**config.mk**
```make
export PLATFORM = sky130hd
export DESIGN_NAME = vga_vtiming_gen
export DESIGN_NICKNAME = d
export VERILOG_FILES = /design/src/rtl/vga_timing_pkg.sv /design/src/rtl/vga_region_decode.sv /design/src/rtl/vga_vtiming_gen.sv
export SDC_FILE = /design/constraint.sdc
export NUM_CORES = 1
export LEC_CHECK = 0
export CAP_MARGIN = 25
export CORE_UTILIZATION = 40
export CTS_BUF_LIST = sky130_fd_sc_hd__clkbuf_8
export DETAILED_ROUTE_END_ITERATION = 7
export GPL_TIMING_DRIVEN = 0
export PLACE_DENSITY = 0.65
export SLEW_MARGIN = 20
export SYNTH_ARGS = -nofsm -noshare
export SYNTH_HDL_FRONTEND = slang
export SYNTH_SLANG_ARGS = --single-unit
```
**constraint.sdc**
```tcl
create_clock -name clk -period 2.3 [get_ports clk]
set_input_delay 0.345 -clock clk [delete_from_list [all_inputs] [get_ports clk]]
set_output_delay 0.345 -clock clk [all_outputs]
set_load 0.005 [all_outputs]
```
**src/rtl/vga_timing_pkg.sv**
```systemverilog
// Shared VGA timing definitions.
// Contents: display-region enumeration, default 640x480@60 vertical and
// horizontal timing constants, and a helper that sums a timing's region lengths.
package vga_timing_pkg;

  // Display regions in scan order.
  typedef enum logic [1:0] {
    ACTIVE = 2'd0,
    FRONT  = 2'd1,
    SYNC   = 2'd2,
    BACK   = 2'd3
  } region_e;

  // 640x480@60 vertical timing, in lines.
  localparam int unsigned V_ACTIVE_DEF = 480;
  localparam int unsigned V_FP_DEF     = 10;
  localparam int unsigned V_SYNC_DEF   = 2;
  localparam int unsigned V_BP_DEF     = 33;

  // 640x480@60 horizontal timing, in pixels.
  localparam int unsigned H_ACTIVE_DEF = 640;
  localparam int unsigned H_FP_DEF     = 16;
  localparam int unsigned H_SYNC_DEF   = 96;
  localparam int unsigned H_BP_DEF     = 48;

  // Total period of a timing: active + front porch + sync + back porch.
  function automatic int unsigned timing_total(input int unsigned act_len,
                                               input int unsigned fp_len,
                                               input int unsigned sync_len,
                                               input int unsigned bp_len);
    return act_len + fp_len + sync_len + bp_len;
  endfunction

endpackage

```
**src/rtl/vga_region_decode.sv**
```systemverilog
// Combinational region decoder shared by the horizontal and vertical timing
// generators.
// Ports:
//   count    - position within the period (line or pixel), 0..total-1
//   region_c - region containing count (ACTIVE, FRONT, SYNC, BACK)
//   sync_c   - sync level for count: SYNC_POL inside SYNC, inverted elsewhere
// A zero-length porch has coincident boundaries, so its region never decodes.
module vga_region_decode
  import vga_timing_pkg::*;
#(
  parameter int unsigned CNT_W    = 16,
  parameter int unsigned ACT_LEN  = V_ACTIVE_DEF,
  parameter int unsigned FP_LEN   = V_FP_DEF,
  parameter int unsigned SYNC_LEN = V_SYNC_DEF,
  parameter int unsigned BP_LEN   = V_BP_DEF,
  parameter bit          SYNC_POL = 1'b0
) (
  input  logic [CNT_W-1:0] count,
  output region_e          region_c,
  output logic             sync_c
);

  localparam int unsigned TOTAL = timing_total(ACT_LEN, FP_LEN, SYNC_LEN, BP_LEN);

  // Boundaries carry one spare bit so a zero back porch ending at 2^CNT_W
  // still compares correctly.
  localparam logic [CNT_W:0] FRONT_AT = (CNT_W+1)'(ACT_LEN);
  localparam logic [CNT_W:0] SYNC_AT  = (CNT_W+1)'(ACT_LEN + FP_LEN);
  localparam logic [CNT_W:0] BACK_AT  = (CNT_W+1)'(ACT_LEN + FP_LEN + SYNC_LEN);

  // The last position of the period must be representable in count.
  generate
    if (((TOTAL - 1) >> CNT_W) != 0) begin : g_cnt_w_check
      $error("vga_region_decode: period of %0d does not fit in CNT_W=%0d", TOTAL, CNT_W);
    end
  endgenerate

  logic [CNT_W:0] count_x;
  assign count_x = {1'b0, count};

  // Region lookup by ascending boundary.
  always_comb begin
    region_c = BACK;
    if (count_x < FRONT_AT) begin
      region_c = ACTIVE;
    end else if (count_x < SYNC_AT) begin
      region_c = FRONT;
    end else if (count_x < BACK_AT) begin
      region_c = SYNC;
    end
    sync_c = (region_c == SYNC) ? SYNC_POL : ~SYNC_POL;
  end

endmodule

```
**src/rtl/vga_vtiming_gen.sv**
```systemverilog
// Vertical timing generator for the VGA controller.
// Advances one line per ven pulse and produces registered vertical timing.
// Ports:
//   clk, rst      - pixel clock, synchronous active-high reset
//   ven           - one-cycle line-advance strobe from the horizontal controller
//   swap_req      - level request to swap the display buffer at the next vblank
//   vcount        - current line, 0..V_TOTAL-1
//   vsync, vde    - vertical sync (VSYNC_POL asserted) and display enable
//   frame_start   - one-cycle pulse on the first cycle showing line 0
//   vblank_start  - one-cycle pulse on the first cycle showing line V_ACTIVE
//   frame_cnt     - completed frames, modulo 2^FRAME_W
//   swap_ack      - one-cycle acknowledge, coincident with vblank_start
//   buf_sel       - active display buffer, toggles with each swap_ack
module vga_vtiming_gen
  import vga_timing_pkg::*;
#(
  parameter int unsigned V_ACTIVE  = V_ACTIVE_DEF,
  parameter int unsigned V_FP      = V_FP_DEF,
  parameter int unsigned V_SYNC    = V_SYNC_DEF,
  parameter int unsigned V_BP      = V_BP_DEF,
  parameter bit          VSYNC_POL = 1'b0,
  parameter int unsigned CNT_W     = 16,
  parameter int unsigned FRAME_W   = 8
) (
  input  logic               clk,
  input  logic               rst,
  input  logic               ven,
  input  logic               swap_req,
  output logic [CNT_W-1:0]   vcount,
  output logic               vsync,
  output logic               vde,
  output logic               frame_start,
  output logic               vblank_start,
  output logic [FRAME_W-1:0] frame_cnt,
  output logic               swap_ack,
  output logic               buf_sel
);

  localparam int unsigned     V_TOTAL     = timing_total(V_ACTIVE, V_FP, V_SYNC, V_BP);
  localparam logic [CNT_W-1:0] LAST_LINE   = CNT_W'(V_TOTAL - 1);
  localparam logic [CNT_W-1:0] VBLANK_LINE = CNT_W'(V_ACTIVE);

  // Active video and sync must both exist for a usable frame.
  generate
    if (V_ACTIVE == 0 || V_SYNC == 0) begin : g_region_check
      $error("vga_vtiming_gen: V_ACTIVE and V_SYNC must be non-zero");
    end
  endgenerate

  region_e          state;
  region_e          state_next_c;
  region_e          region_c;
  logic [CNT_W-1:0] count_next_c;
  logic             wrap_c;
  logic             vblank_hit_c;
  logic             swap_hit_c;
  logic             sync_c;
  logic             vsync_next_c;

  // Line counter advance and the events it triggers.
  always_comb begin
    count_next_c = vcount;
    wrap_c       = 1'b0;
    vblank_hit_c = 1'b0;
    swap_hit_c   = 1'b0;
    if (ven) begin
      wrap_c       = (vcount == LAST_LINE);
      count_next_c = wrap_c ? '0 : vcount + CNT_W'(1);
      vblank_hit_c = (count_next_c == VBLANK_LINE);
      swap_hit_c   = vblank_hit_c & swap_req;
    end
  end

  // Region of the upcoming line, so registered outputs move with vcount.
  vga_region_decode #(
    .CNT_W    (CNT_W),
    .ACT_LEN  (V_ACTIVE),
    .FP_LEN   (V_FP),
    .SYNC_LEN (V_SYNC),
    .BP_LEN   (V_BP),
    .SYNC_POL (VSYNC_POL)
  ) u_decode (
    .count    (count_next_c),
    .region_c (region_c),
    .sync_c   (sync_c)
  );

  // Region FSM next state: moves only on ven, skipping empty porches via decode.
  always_comb begin
    state_next_c = state;
    vsync_next_c = vsync;
    if (ven) begin
      state_next_c = region_c;
      vsync_next_c = sync_c;
    end
  end

  // State register, counters and registered outputs.
  always_ff @(posedge clk) begin
    if (rst) begin
      vcount       <= '0;
      state        <= ACTIVE;
      vde          <= 1'b1;
      vsync        <= ~VSYNC_POL;
      frame_start  <= 1'b0;
      vblank_start <= 1'b0;
      frame_cnt    <= '0;
      swap_ack     <= 1'b0;
      buf_sel      <= 1'b0;
    end else begin
      vcount       <= count_next_c;
      state        <= state_next_c;
      vde          <= (state_next_c == ACTIVE);
      vsync        <= vsync_next_c;
      frame_start  <= wrap_c;
      vblank_start <= vblank_hit_c;
      swap_ack     <= swap_hit_c;
      if (wrap_c) begin
        frame_cnt <= frame_cnt + FRAME_W'(1);
      end
      if (swap_hit_c) begin
        buf_sel <= ~buf_sel;
      end
    end
  end

endmodule

```
==> impl_results.md <==
* Vias per std cell at 5.585
* Number of H-tree levels at 2
* Drt wl/cell at 15.60 µm
* Critical Path Source Type: register
* Final setup violation count at 0
* RR Endpoint: buf_sel$_SDFFE_PP0P_
* GRT Overall Usage at 0.2265
* First-pass GRT wire length at 9370 µm
* Fin Clk Skew at 0.007297 ns
* VDD IR max at 0.0002882 V
* Place WS at -0.2740 ns
* Synth Instances at 254
* Clk slew on worst S/H paths at 0.07 ns
* CP Launch Point: vcount[0]$_SDFFE_PP0P_
* CP Max Fanout at 6
* Min-delay worst type: reg2reg
* Routed Wire Length at 5755 µm
* Drt initial violations at 175
* Crit path capture: buf_sel$_SDFFE_PP0P_
* Clk sink count at 32
* Final nets at 308
* Slew HR at 0.6010
* Crit Path Category: reg2reg
* Drt drc at 0
* Synth area leader: dfxtp_1
* Cts bufs inserted at 5
* Fin. max-slew vios at 0
* Post-synth EDFFs at 0
* Mapped cell area at 2079 µm²
* Routed vias at 2061
* Final Hold Fails at 0
* Library cells used by synthesis at 58
* R2R depth at 7
* RR Startpoint: vcount[0]$_SDFFE_PP0P_
* Fraction of registers with async set/reset at 0
* PortBufs at 33
* Sequential area share after synthesis at 0.3081
* PD cells at 430.0 nW/µm²
* Worst EP arrival at 2.43 ns
* Flop-to-flop setup slack at 0.09 ns
* Number of nets with antenna violations after routing at 0
* Final Wtd Congestion at 0.8770
* Syn Nets at 261
* Leading cell types in the layout, fill and taps excluded: nor2_1, clkdlybuf4s50_1, dfxtp_1
* CP endpoint kind: register
* Measured slew at the worst slew-check pin at 0.5930 ns
* Final Total Pwr at 0.001202 W
* Clk_lat worst skew at 0.29 ns
* Ys flop type: dfxtp_1
* Synth area leaders: dfxtp_1, nor2_1, buf_6
* Top-area cell type share of the netlist area at 0.3081
* Clock buffer depth at 2
* Setup Total Neg Slack at 0 ns
* Final worst-path setup slack at 0.08794 ns
* Fin crit share at 0.9618
* Die width at 74.10 µm
* Status: finished, final reports clean
* Root buf cell: clkbuf_8
* CTS tree: done
* Post-DP HPWL at 3990 µm
* Req. time, crit path at 2.52 ns
* #FFs+latches synth at 32
* Max-cap check violation count at 0
* Vias in the first global route at 1877
* Synth-to-layout area growth at 34.48%
* Largest net degree at the start of global routing at 11
* Die footprint at 5491 µm²
* Max Fclk at 452.1 MHz
* Layout cells sized above 1 at 0.2252
* Post-Synthesis Mean Instance Area at 8.187 µm²
* Min Tclk post-route at 2.212 ns
* Grt ovf at 0
* Die height at 74.10 µm
* Starting Density at 0.4289
* Initial antenna violation count at 0
* # rows at 25
* Leakage at 0.9215 nW
* Post-CTS Hold Buffers at 0
* Synth warn at 0
* Antenna diodes at 0
* Detailed Routing Iterations Pass 1 at 4
* Io pins at 34
* Placeable Area at 4848 µm²
==> worst max-delay path: stages, from the launching register on <==
cell,delay (ns)
dfxtp_4,0.37
buf_6,0.13
nand4_1,0.20
or3_4,0.42
nor4b_4,0.29
o21ai_2,0.09
or4_4,0.52
a21oi_2,0.12
==> Yosys cell counts (all sizes together), types with 2 or more instances <==
| master | n |
|---|---|
| nor3 | 16 |
| nor4b | 5 |
| o211ai | 2 |
| dfxtp | 32 |
| a21boi | 2 |
| and2 | 3 |
| o31a | 2 |
| nor2 | 33 |
| inv | 9 |
| a2111oi | 2 |
| a21oi | 11 |
| a22oi | 2 |
| nand3 | 9 |
| buf | 17 |
| nand3b | 2 |
| clkbuf | 7 |
| o32ai | 2 |
| ha | 3 |
| nor2b | 2 |
| a21o | 2 |
| a211o | 2 |
| nor4 | 10 |
| and3 | 2 |
| or3 | 6 |
| nand4 | 11 |
| nand2 | 13 |
| nand2b | 2 |
| or2 | 3 |
| xnor2 | 9 |
| xor2 | 4 |
| o21ai | 14 |
==> worst min-delay path by stage <==
stage | startpoint | end | slack [ns] | depth (start not counted)
3_3_place_gp | buf_sel$_SDFFE_PP0P_ | buf_sel$_SDFFE_PP0P_ | 0.48 | 2
6_report | frame_cnt[1]$_SDFFE_PP0P_ | frame_cnt[1]$_SDFFE_PP0P_ | 0.50 | 2
3_5_place_dp | buf_sel$_SDFFE_PP0P_ | buf_sel$_SDFFE_PP0P_ | 0.47 | 2
5_1_grt | frame_cnt[1]$_SDFFE_PP0P_ | frame_cnt[1]$_SDFFE_PP0P_ | 0.54 | 2
2_1_floorplan | rst | vde$_SDFF_PP1_ | 0.45 | 1
4_1_cts | buf_sel$_SDFFE_PP0P_ | buf_sel$_SDFFE_PP0P_ | 0.49 | 2
==> registers in the layout, indices dropped and copies added (netlist names) <==
signal,count
buf_sel,1
swap_ack,1
vblank_start,1
state,2
frame_cnt,8
vde,1
vcount,16
frame_start,1
vsync,1
==> cells by family (layout without fill, tap and decap cells) <==
kind of cell	Yosys count	in the layout	synth area share
AND/OR/NAND/NOR	121	121	0.3321
adder cells (fa/ha/maj)	3	3	0.01805
XOR/XNOR	13	13	0.05475
multiplexers	2	2	0.01023
buffers and inverters	33	81	0.1059
AO/OA/AOI/OAI	50	50	0.1709
flip-flops	32	32	0.3081
==> report_power, final <==
| group | switching (W) | leakage (nW) | total (W) | internal (W) |
|---|---|---|---|---|
| clock | 0.000217 | 0.0593 | 0.000534 | 0.000317 |
| combinational | 0.0000554 | 0.600 | 0.000104 | 0.0000483 |
| sequential | 0.00000542 | 0.262 | 0.000565 | 0.000559 |
| total | 0.000278 | 0.922 | 0.00120 | 0.000924 |
==> per-stage QoR <==
step                  util  hold WS [ns]  std cells  instance area (µm²)
global route        0.5768        0.5404        369                 2796
CTS                 0.5468        0.4882        363                 2651
detailed placement  0.5143        0.4732        354                 2494
floorplan                -        0.4488        254                 2079
global placement    0.5143        0.4796        354                 2494
finish              0.5768        0.5016        369                 2796
==> timing repair <==
| item | in CTS | in global routing |
|---|---|---|
| setup buffers | 1 | 5 |
| cloned | 0 | 1 |
| endpoints found under the setup margin | 10 | 12 |
| gates resized for setup | 11 | 29 |
| pin swaps | 2 | 10 |
==> area by class of cell <==
cell class                 count  area (µm²)
buffer                        24       216.5
clock buffer                   5       68.82
clock inverter                 3       38.79
fill                         454        2052
inverter                       9       33.78
multi-input combinational    189        1324
sequential                    32       650.6
tap                           67       83.83
timing repair buffer          40       380.4
==> routing by layer <==
metal,wire length (µm),track usage
met2,2765,0.3727
met1,2590,0.2965
met5,0,0
met4,113,0.07479
met3,285,0.04472
Power figures use the tool's default switching activity.
